File: config.mk
export PLATFORM = sky130hd
export DESIGN_NAME = axi_rd_arbiter
export DESIGN_NICKNAME = d
export VERILOG_FILES = /design/src/rtl/axi_rd_arbiter.sv
export SDC_FILE = /design/constraint.sdc
export NUM_CORES = 1
export LEC_CHECK = 0
export ABC_AREA = 1
export BUFFER_PORTS_ARGS = -buffer_cell sky130_fd_sc_hd__buf_2
export CAP_MARGIN = 10
export CORE_AREA = 2 2 116 118
export CTS_CLUSTER_DIAMETER = 80
export DETAILED_ROUTE_END_ITERATION = 16
export DIE_AREA = 0 0 118 120
export PLACE_DENSITY_LB_ADDON = 0.08
export SLEW_MARGIN = 20
export SYNTH_ARGS = -nofsm -noshare
export SYNTH_HDL_FRONTEND = slang
export SYNTH_SLANG_ARGS = --single-unit
File: constraint.sdc
create_clock -name clk -period 2 [get_ports clk]
set_input_delay 0.4 -clock clk [delete_from_list [all_inputs] [get_ports clk]]
set_output_delay 0.4 -clock clk [all_outputs]
set_load 0.03 [all_outputs]
File: src/rtl/axi_rd_arbiter.sv
// axi_rd_arbiter: round-robin sharing of one AXI read slave (AR + R) among NUM_MASTERS masters.
// Latency: 1 arbitration cycle in IDLE, AR muxed straight through in ADDR, one IDLE bubble after RLAST.
// Backpressure: no buffering; m_arready / s_rready of the granted master pass straight through the muxes.
// Ports: clk/rst; s_ar*/s_r* per-master (flattened AR fields, broadcast R data);
//        m_ar*/m_r* single slave; busy, grant_idx, err_len (sticky burst length mismatch).
module axi_rd_arbiter #(
  parameter int NUM_MASTERS = 4,
  parameter int ADDR_W      = 32,
  parameter int DATA_W      = 32
) (
  input  logic                          clk,
  input  logic                          rst,
  input  logic [NUM_MASTERS-1:0]        s_arvalid,
  output logic [NUM_MASTERS-1:0]        s_arready,
  input  logic [NUM_MASTERS*ADDR_W-1:0] s_araddr,
  input  logic [NUM_MASTERS*8-1:0]      s_arlen,
  output logic [NUM_MASTERS-1:0]        s_rvalid,
  input  logic [NUM_MASTERS-1:0]        s_rready,
  output logic [DATA_W-1:0]             s_rdata,
  output logic [1:0]                    s_rresp,
  output logic                          s_rlast,
  output logic                          m_arvalid,
  input  logic                          m_arready,
  output logic [ADDR_W-1:0]             m_araddr,
  output logic [7:0]                    m_arlen,
  input  logic                          m_rvalid,
  output logic                          m_rready,
  input  logic [DATA_W-1:0]             m_rdata,
  input  logic [1:0]                    m_rresp,
  input  logic                          m_rlast,
  output logic                          busy,
  output logic [2:0]                    grant_idx,
  output logic                          err_len
);

  localparam int IW = (NUM_MASTERS > 1) ? $clog2(NUM_MASTERS) : 1;

  typedef enum logic [1:0] {IDLE, ADDR, DATA} state_t;

  state_t                   state, state_nxt;
  logic [IW-1:0]            rr_ptr;
  logic [IW-1:0]            gnt;
  logic [IW-1:0]            pick;
  logic                     pick_vld;
  logic [7:0]               beat_cnt;
  logic [7:0]               arlen_q;
  logic                     g_arvalid;
  logic [ADDR_W-1:0]        g_araddr;
  logic [7:0]               g_arlen;
  logic                     g_rready;
  logic [NUM_MASTERS-1:0]   g_onehot;
  logic                     ar_hs;
  logic                     r_hs;

  // Round-robin pick: among requesters, the one with the smallest rotated
  // distance from rr_ptr wins, which equals the first set bit searching up
  // from rr_ptr with wrap.
  always_comb begin
    int best;
    int d;
    pick     = '0;
    pick_vld = 1'b0;
    best     = NUM_MASTERS;
    d        = 0;
    for (int i = 0; i < NUM_MASTERS; i++) begin
      d = i - int'(rr_ptr);
      if (d < 0) d = d + NUM_MASTERS;
      if (s_arvalid[i] && (d < best)) begin
        best     = d;
        pick     = IW'(i);
        pick_vld = 1'b1;
      end
    end
  end

  // Fields of the currently granted master.
  always_comb begin
    g_arvalid = 1'b0;
    g_araddr  = '0;
    g_arlen   = '0;
    g_rready  = 1'b0;
    g_onehot  = '0;
    for (int i = 0; i < NUM_MASTERS; i++) begin
      if (gnt == IW'(i)) begin
        g_arvalid   = s_arvalid[i];
        g_araddr    = s_araddr[i*ADDR_W +: ADDR_W];
        g_arlen     = s_arlen[i*8 +: 8];
        g_rready    = s_rready[i];
        g_onehot[i] = 1'b1;
      end
    end
  end

  assign ar_hs = (state == ADDR) && g_arvalid && m_arready;
  // m_rready depends only on state and s_rready, so no m_rvalid -> m_rready path.
  assign r_hs  = (state == DATA) && m_rvalid && g_rready;

  always_ff @(posedge clk) begin
    if (rst) state <= IDLE;
    else     state <= state_nxt;
  end

  always_comb begin
    state_nxt = state;
    s_arready = '0;
    s_rvalid  = '0;
    m_arvalid = 1'b0;
    m_rready  = 1'b0;
    m_araddr  = g_araddr;
    m_arlen   = g_arlen;
    case (state)
      IDLE: begin
        if (pick_vld) state_nxt = ADDR;
      end
      ADDR: begin
        m_arvalid = g_arvalid;
        s_arready = m_arready ? g_onehot : '0;
        // A master dropping arvalid here simply keeps us waiting in ADDR.
        if (ar_hs) state_nxt = DATA;
      end
      DATA: begin
        m_rready = g_rready;
        s_rvalid = m_rvalid ? g_onehot : '0;
        // The slave's rlast decides the burst end, even if the count disagrees.
        if (r_hs && m_rlast) state_nxt = IDLE;
      end
      default: state_nxt = IDLE;
    endcase
  end

  always_ff @(posedge clk) begin
    if (rst) begin
      rr_ptr   <= '0;
      gnt      <= '0;
      beat_cnt <= '0;
      arlen_q  <= '0;
      err_len  <= 1'b0;
    end else begin
      if ((state == IDLE) && pick_vld) begin
        gnt      <= pick;
        beat_cnt <= '0;
      end
      if (ar_hs) arlen_q <= g_arlen;
      if (r_hs) begin
        beat_cnt <= beat_cnt + 8'd1;
        // Mismatch either way: rlast early/late versus the latched arlen.
        if (m_rlast != (beat_cnt == arlen_q)) err_len <= 1'b1;
        if (m_rlast) rr_ptr <= (gnt == IW'(NUM_MASTERS - 1)) ? '0 : gnt + IW'(1);
      end
    end
  end

  assign s_rdata   = m_rdata;
  assign s_rresp   = m_rresp;
  assign s_rlast   = m_rlast;
  assign busy      = (state != IDLE);
  assign grant_idx = 3'(gnt);

endmodule

**Word level (Yosys, flattened, before mapping)**

Cells that the tools add are included.

- Word-level logic and storage cells: 98
- Bits in registers: 23

- Muxes and demuxes: 47
- Reductions and logical operators: 17
- Equality and inequality tests: 10
- $add $sub $neg: 10
- Order comparisons: 8

Operators with widths:

| kind | number |
|---|---|
| 2-to-1 mux 32 bit | 11 |
| less-than comparator 32 bit | 3 |
| 2-to-1 mux 8 bit | 6 |
| less-than comparator 32 x 4 -> 1 bit (second input constant) | 1 |
| adder 3 x 4 -> 5 bit (second input constant) | 4 |
| 2-to-1 mux 1 bit | 19 |
| 2-to-1 mux 4 bit | 4 |
| less-than comparator 3 x 1 -> 1 bit (second input constant) | 4 |
| 2-to-1 mux 2 bit | 6 |
| logical AND 1 bit | 10 |
| adder 8 x 1 -> 8 bit (second input constant) | 1 |
| equality test 8 bit | 1 |
| equality test 2 bit (second input constant) | 3 |
| case mux 2 bit (3 select lines) | 1 |
| subtractor 1 x 2 -> 3 bit (first input constant) | 2 |
| subtractor 2 x 2 -> 3 bit (first input constant) | 2 |
| equality test 2 x 1 -> 1 bit (second input constant) | 2 |
| logical NOT 2 bit | 2 |
| != test 2 bit (second input constant) | 2 |
| AND reduction 2 bit | 2 |
| nonzero test 2 bit | 2 |
| AND reduction 3 bit | 1 |
| adder 2 x 1 -> 2 bit (second input constant) | 1 |
| != test 2 x 1 -> 1 bit (second input constant) | 1 |
| != test 1 bit | 1 |

**Longest topological paths before layout**

- Word-level depth: 18
- Depth in mapped cells: 18
- Gate-level depth less buffers: 18

**Worst setup path after synthesis**

OpenSTA, ideal clock, no wires.

- Path type: register to output
- From: register gnt[0]
- To: output port m_araddr[14]
- Data arrival time: 2.145 ns
- Required time: 1.600 ns
- Path slack: -0.545 ns
- Stages on the path, launching flop included: 8
- Path buffers: 2
- Path through: dfxtp_1 -> inv_1 -> ha_1 -> buf_2 -> inv_2 -> clkbuf_1 -> o21ai_0 -> o21ai_0

- Word-level cells in the longest chain between the ends: 5
- Elaborated cells on any way between the ends: 8
- Those cells by class: eq/ne: 3; mux: 4; reduce/logical: 1

Ends and longest elaborated chain:

| what | line | RTL |
|---|---|---|
| start, declared | 42 | `logic [IW-1:0] gnt;` |
| start signal, assigned | 140 | `gnt <= pick;` |
| logical NOT 2 bit | 84 | `if (gnt == IW'(i)) begin` |
| 2-to-1 mux 32 bit (3 in series) | 84 |  |
| 2-to-1 mux 32 bit (*) | 84 |  |
| end, declared | 24 | `output logic [ADDR_W-1:0] m_araddr,` |

Mark *: on every way between the ends. The rest lies on a longest branch, timed or not.

**Worst setup path in the final report**

- From: register rr_ptr[1]
- To: register gnt[0]

- Word-level cells in the longest chain between the ends: 16
- Elaborated cells on any way between the ends: 35
- Those cells by class: add/sub: 8; order compare: 8; mux: 14; reduce/logical: 5

Ends and longest elaborated chain:

| what | line | RTL |
|---|---|---|
| start, declared | 41 | `logic [IW-1:0] rr_ptr;` |
| start signal, assigned | 148 | `if (m_rlast) rr_ptr <= (gnt == IW'(NUM_MASTERS - 1)) ? '0 : gnt + IW'(1);` |
| subtractor 1 x 2 -> 3 bit | 66 | `d = i - int'(rr_ptr);` |
| adder 3 x 4 -> 5 bit or less-than comparator 3 x 1 -> 1 bit (tied branches) | 67 | `if (d < 0) d = d + NUM_MASTERS;` |
| 2-to-1 mux 32 bit | 67 |  |
| less-than comparator 32 x 4 -> 1 bit | 68 | `if (s_arvalid[i] && (d < best)) begin` |
| logical AND 1 bit | 68 |  |
| 2-to-1 mux 32 bit | 68 |  |
| less-than comparator 32 bit | 68 |  |
| logical AND 1 bit | 68 |  |
| 2-to-1 mux 32 bit | 68 |  |
| less-than comparator 32 bit | 68 |  |
| logical AND 1 bit | 68 |  |
| 2-to-1 mux 32 bit | 68 |  |
| less-than comparator 32 bit | 68 |  |
| logical AND 1 bit | 68 |  |
| 2-to-1 mux 1 bit | 68 |  |
| logical AND 1 bit | 139 | `if ((state == IDLE) && pick_vld) begin` |

Several ways; a longest one is shown, not always the timed one.
A chain may end at the register's enable or synchronous reset.

==> impl_metrics.csv <==
group,metric,value,unit
clock_tree,clock-sinks,23,
die,start_util,22.37,%
grt,grt_usage,20.92,%
worst_setup_path,worstSetupStartpoint,"rr_ptr[1]$_SDFFE_PP0P_",
synth,ys_types,36,
detailed_routing,route.vias.total,4360,
synth,yosys.area.top_type,"dfxtp_1",
worst_hold_path,min_path_type,"primary input to flop",
worst_setup_path,start_kind,"flop",
timing,rsz0062_at_grt,"yes",
clock_tree,cts_tree,"done",
power_and_ir_drop,peakVddDrop,0.0003373,V
detailed_routing,wire_per_inst,17.84,um
worst_setup_path,crit_required,2180,ps
clock_tree,htreeDepth,1,
worst_setup_path,rr_startpoint,"rr_ptr[1]$_SDFFE_PP0P_",
timing,min_period_over_period,113.2,%
die,die_area,0.01416,sq mm
placement,dpl.hpwl,12140,um
clock_tree,ctsHoldBuffers,0,
synth,syn_area_per_cell,5.988,sq um
synth,ys_seq_area_share,15.86,%
detailed_routing,ant_nets,0,
worst_setup_path,r2r_slack,-260,ps
clock_tree,clockBufferDepth,2,
worst_setup_path,path_max_fanout,3,
worst_setup_path,worstPathArrival,2450,ps
power_and_ir_drop,powerDensity,677.5,mW/mm^2
synth,syn_area,0.002904,sq mm
power_and_ir_drop,power_leakage,0.002922,uW
synth,synth.top_cell.area_share,15.86,%
timing,fin_tns_setup,-5665,ps
job,cap_violations,0,
synth,yosysWarnings,0,
timing,final.setup_skew,4.032,ps
worst_setup_path,r2r_end,"gnt[0]$_SDFFE_PP0P_",
power_and_ir_drop,power,4321,uW
synth,synthTopCellsByArea,"dfxtp_1, a21oi_1, nand2_1",
detailed_routing,viasPerCell,4.703,
synth,ys_seq_elements,23,
timing,setup_viol,45,
worst_setup_path,ff2ff_path_depth,18,
detailed_routing,firstDrtPassIters,4,
clock_tree,worstSkewPairLatency,260,ps
timing,worst_slack,-265.0,ps
die,die_w,118,um
grt,grt_pass1_vias,4400,
placement,gp_congestion,0.8932,
die,coreArea,0.01298,sq mm
die,placementRows,42,
cells_and_area,layout.nets,963,
run_status,status,"finished, violations left",
die,pin_count,297,
detailed_routing,routed_wl,16540,um
die,die_h,120,um
grt,grt_start_max_net_pins,35,
grt,antenna_found_initial,3,
cells_and_area,syn_to_final_growth,119.6,%
detailed_routing,drtIter0Drc,167,
worst_setup_path,critPathCaptureType,"flop",
timing,fin_crit,2265,ps
detailed_routing,drc_errors,0,
worst_setup_path,path_class,"flop to flop",
cells_and_area,utilization,49.13,%
worst_setup_path,crit_path_end,"gnt[0]$_SDFFE_PP0P_",
grt,grt_first_pass_wirelength,23470,um
synth,syn_inst,485,
placement,io_buffers,227,
grt,overflow,0,
clock_tree,path_clk_slew,60,ps
timing,max_freq,441.5,MHz
cells_and_area,stdcell_area,0.006377,sq mm
run_status,violations,"negative setup slack",
clock_tree,cts_buffers,3,
cells_and_area,layout-drive-gt1-share,67.78,%
timing,hold_violations,0,
placement,post_dp_cell_area,0.004678,sq mm
timing,final-max-slew-violation-count,0,
clock_tree,cts-root-buf,"clkbuf_16",
synth,syn_nets,699,
## report_power, final
part,internal [uW],switching [uW],total (uW)
clock,269,169,438
combinational,1650,1730,3380
sequential,481,21.0,502
total,2400,1920,4320
## logic make-up after synthesis
kind of cell / count (synthesis) / synth area share (%)
fa+ha+maj: 7 / 3.016
simple gates: 187 / 27.32
other cells: 1 / 0.1291
flops: 23 / 15.86
compound gates: 159 / 32.31
xor+xnor: 9 / 2.714
buf+inv: 99 / 18.66
## repair_timing
| action | 4_1_cts | 5_1_grt |
|---|---|---|
| setup buffers | 20 | 18 |
| resized for setup | 176 | 121 |
| endpoints found under the setup margin | 49 | 58 |
| pin swaps | 31 | 48 |
| gates cloned | 3 | 8 |
## cell type report
cell class                      instances  area (sq um)
Timing Repair Buffer                  323          2569
Sequential cell                        23         470.5
Clock buffer                            3         75.07
Antenna cell                            3         7.507
Clock inverter                          1         5.005
Inverter                               35         171.4
Tap cell                              176         220.2
Fill cell                            1275          6603
Multi-Input combinational cell        363          2859
## worst min-delay path by stage
stage	from	to	cells after the start
2_1_floorplan	arlen_q[1]$_SDFFE_PP0P_	arlen_q[1]$_SDFFE_PP0P_	2
3_3_place_gp	err_len$_SDFFE_PP0P_	err_len$_SDFFE_PP0P_	2
3_5_place_dp	err_len$_SDFFE_PP0P_	err_len$_SDFFE_PP0P_	2
4_1_cts	s_arvalid[3]	gnt[1]$_SDFFE_PP0P_	3
5_1_grt	rst	err_len$_SDFFE_PP0P_	2
6_report	m_rlast	err_len$_SDFFE_PP0P_	4
## metal layers
| metal | share of wire (%) | vias to the layer above | wire, um | global-route usage (%) |
|---|---|---|---|---|
| met5 | 0 | - | 0 | 0 |
| met4 | 2.4 | 0 | 389 | 4.443 |
| met3 | 7.5 | 23 | 1234 | 5.846 |
| met2 | 49 | 182 | 8062 | 37.06 |
| met1 | 41 | 2016 | 6852 | 25.19 |
| li1 | - | 2139 | - | - |
## through the flow
stage | hold slack, ps | setup WS (ps) | std cells
4_1_cts | 447.1 | -177.6 | 906
3_5_place_dp | 449.6 | -277.7 | 879
6_report | 450.1 | -265.0 | 927
5_1_grt | 457.5 | -386.1 | 926
3_3_place_gp | 444.3 | -258.8 | 879
2_1_floorplan | 435.2 | -17.48 | 485
## registers in the layout (all words and copies together) (netlist names)
register	flops
arlen_q	8
beat_cnt	8
err_len	1
gnt	2
rr_ptr	2
state	2
## synthesized netlist by cell type, drive strengths merged
| master | number |
|---|---|
| dfxtp | 23 |
| o211ai | 4 |
| inv | 34 |
| a221oi | 10 |
| a22o | 22 |
| clkinv | 1 |
| xor2 | 5 |
| o21ai | 36 |
| xnor2 | 4 |
| conb | 1 |
| clkbuf | 8 |
| a21oi | 83 |
| o22ai | 1 |
| a21boi | 1 |
| nand4 | 2 |
| nor2 | 59 |
| buf | 56 |
| nor3 | 2 |
| nand2 | 103 |
| nand3 | 19 |
| ha | 7 |
| o21a | 2 |
| or2 | 2 |
## worst max-delay path, stage by stage, from the launching register on
cell      delay (ps)
dfxtp_2          320
inv_2             80
nand2_2           70
nand2_2           70
nand2_2           80
o21ai_2           70
o21ai_2           90
buf_4            140
buf_4            120
buf_4            120
buf_4            130
buf_4            120
nand2_2           50
o21ai_2           50
ha_1             250
a21boi_2         150
nand2_1           80
nand4_1           80
a21oi_1          140
## cell usage in the layout, fill, tap and decap left out, types with 3 or more instances in the layout
| cell | count |
|---|---|
| a21oi_1 | 28 |
| a21oi_2 | 19 |
| a21oi_4 | 36 |
| a221oi_4 | 8 |
| a22o_1 | 22 |
| buf_12 | 14 |
| buf_2 | 181 |
| buf_4 | 53 |
| buf_6 | 63 |
| buf_8 | 3 |
| clkbuf_16 | 10 |
| dfxtp_1 | 19 |
| diode_2 | 3 |
| ha_1 | 3 |
| ha_4 | 4 |
| inv_1 | 22 |
| inv_2 | 6 |
| inv_4 | 3 |
| nand2_1 | 59 |
| nand2_2 | 39 |
| nand2_4 | 5 |
| nand3_1 | 13 |
| nand3_2 | 5 |
| nor2_1 | 34 |
| nor2_2 | 18 |
| nor2_4 | 7 |
| o211ai_1 | 4 |
| o21ai_0 | 15 |
| o21ai_1 | 5 |
| o21ai_2 | 16 |
| xnor2_1 | 4 |
| xor2_1 | 5 |
Note: power is estimated with default switching activity, not from simulation.
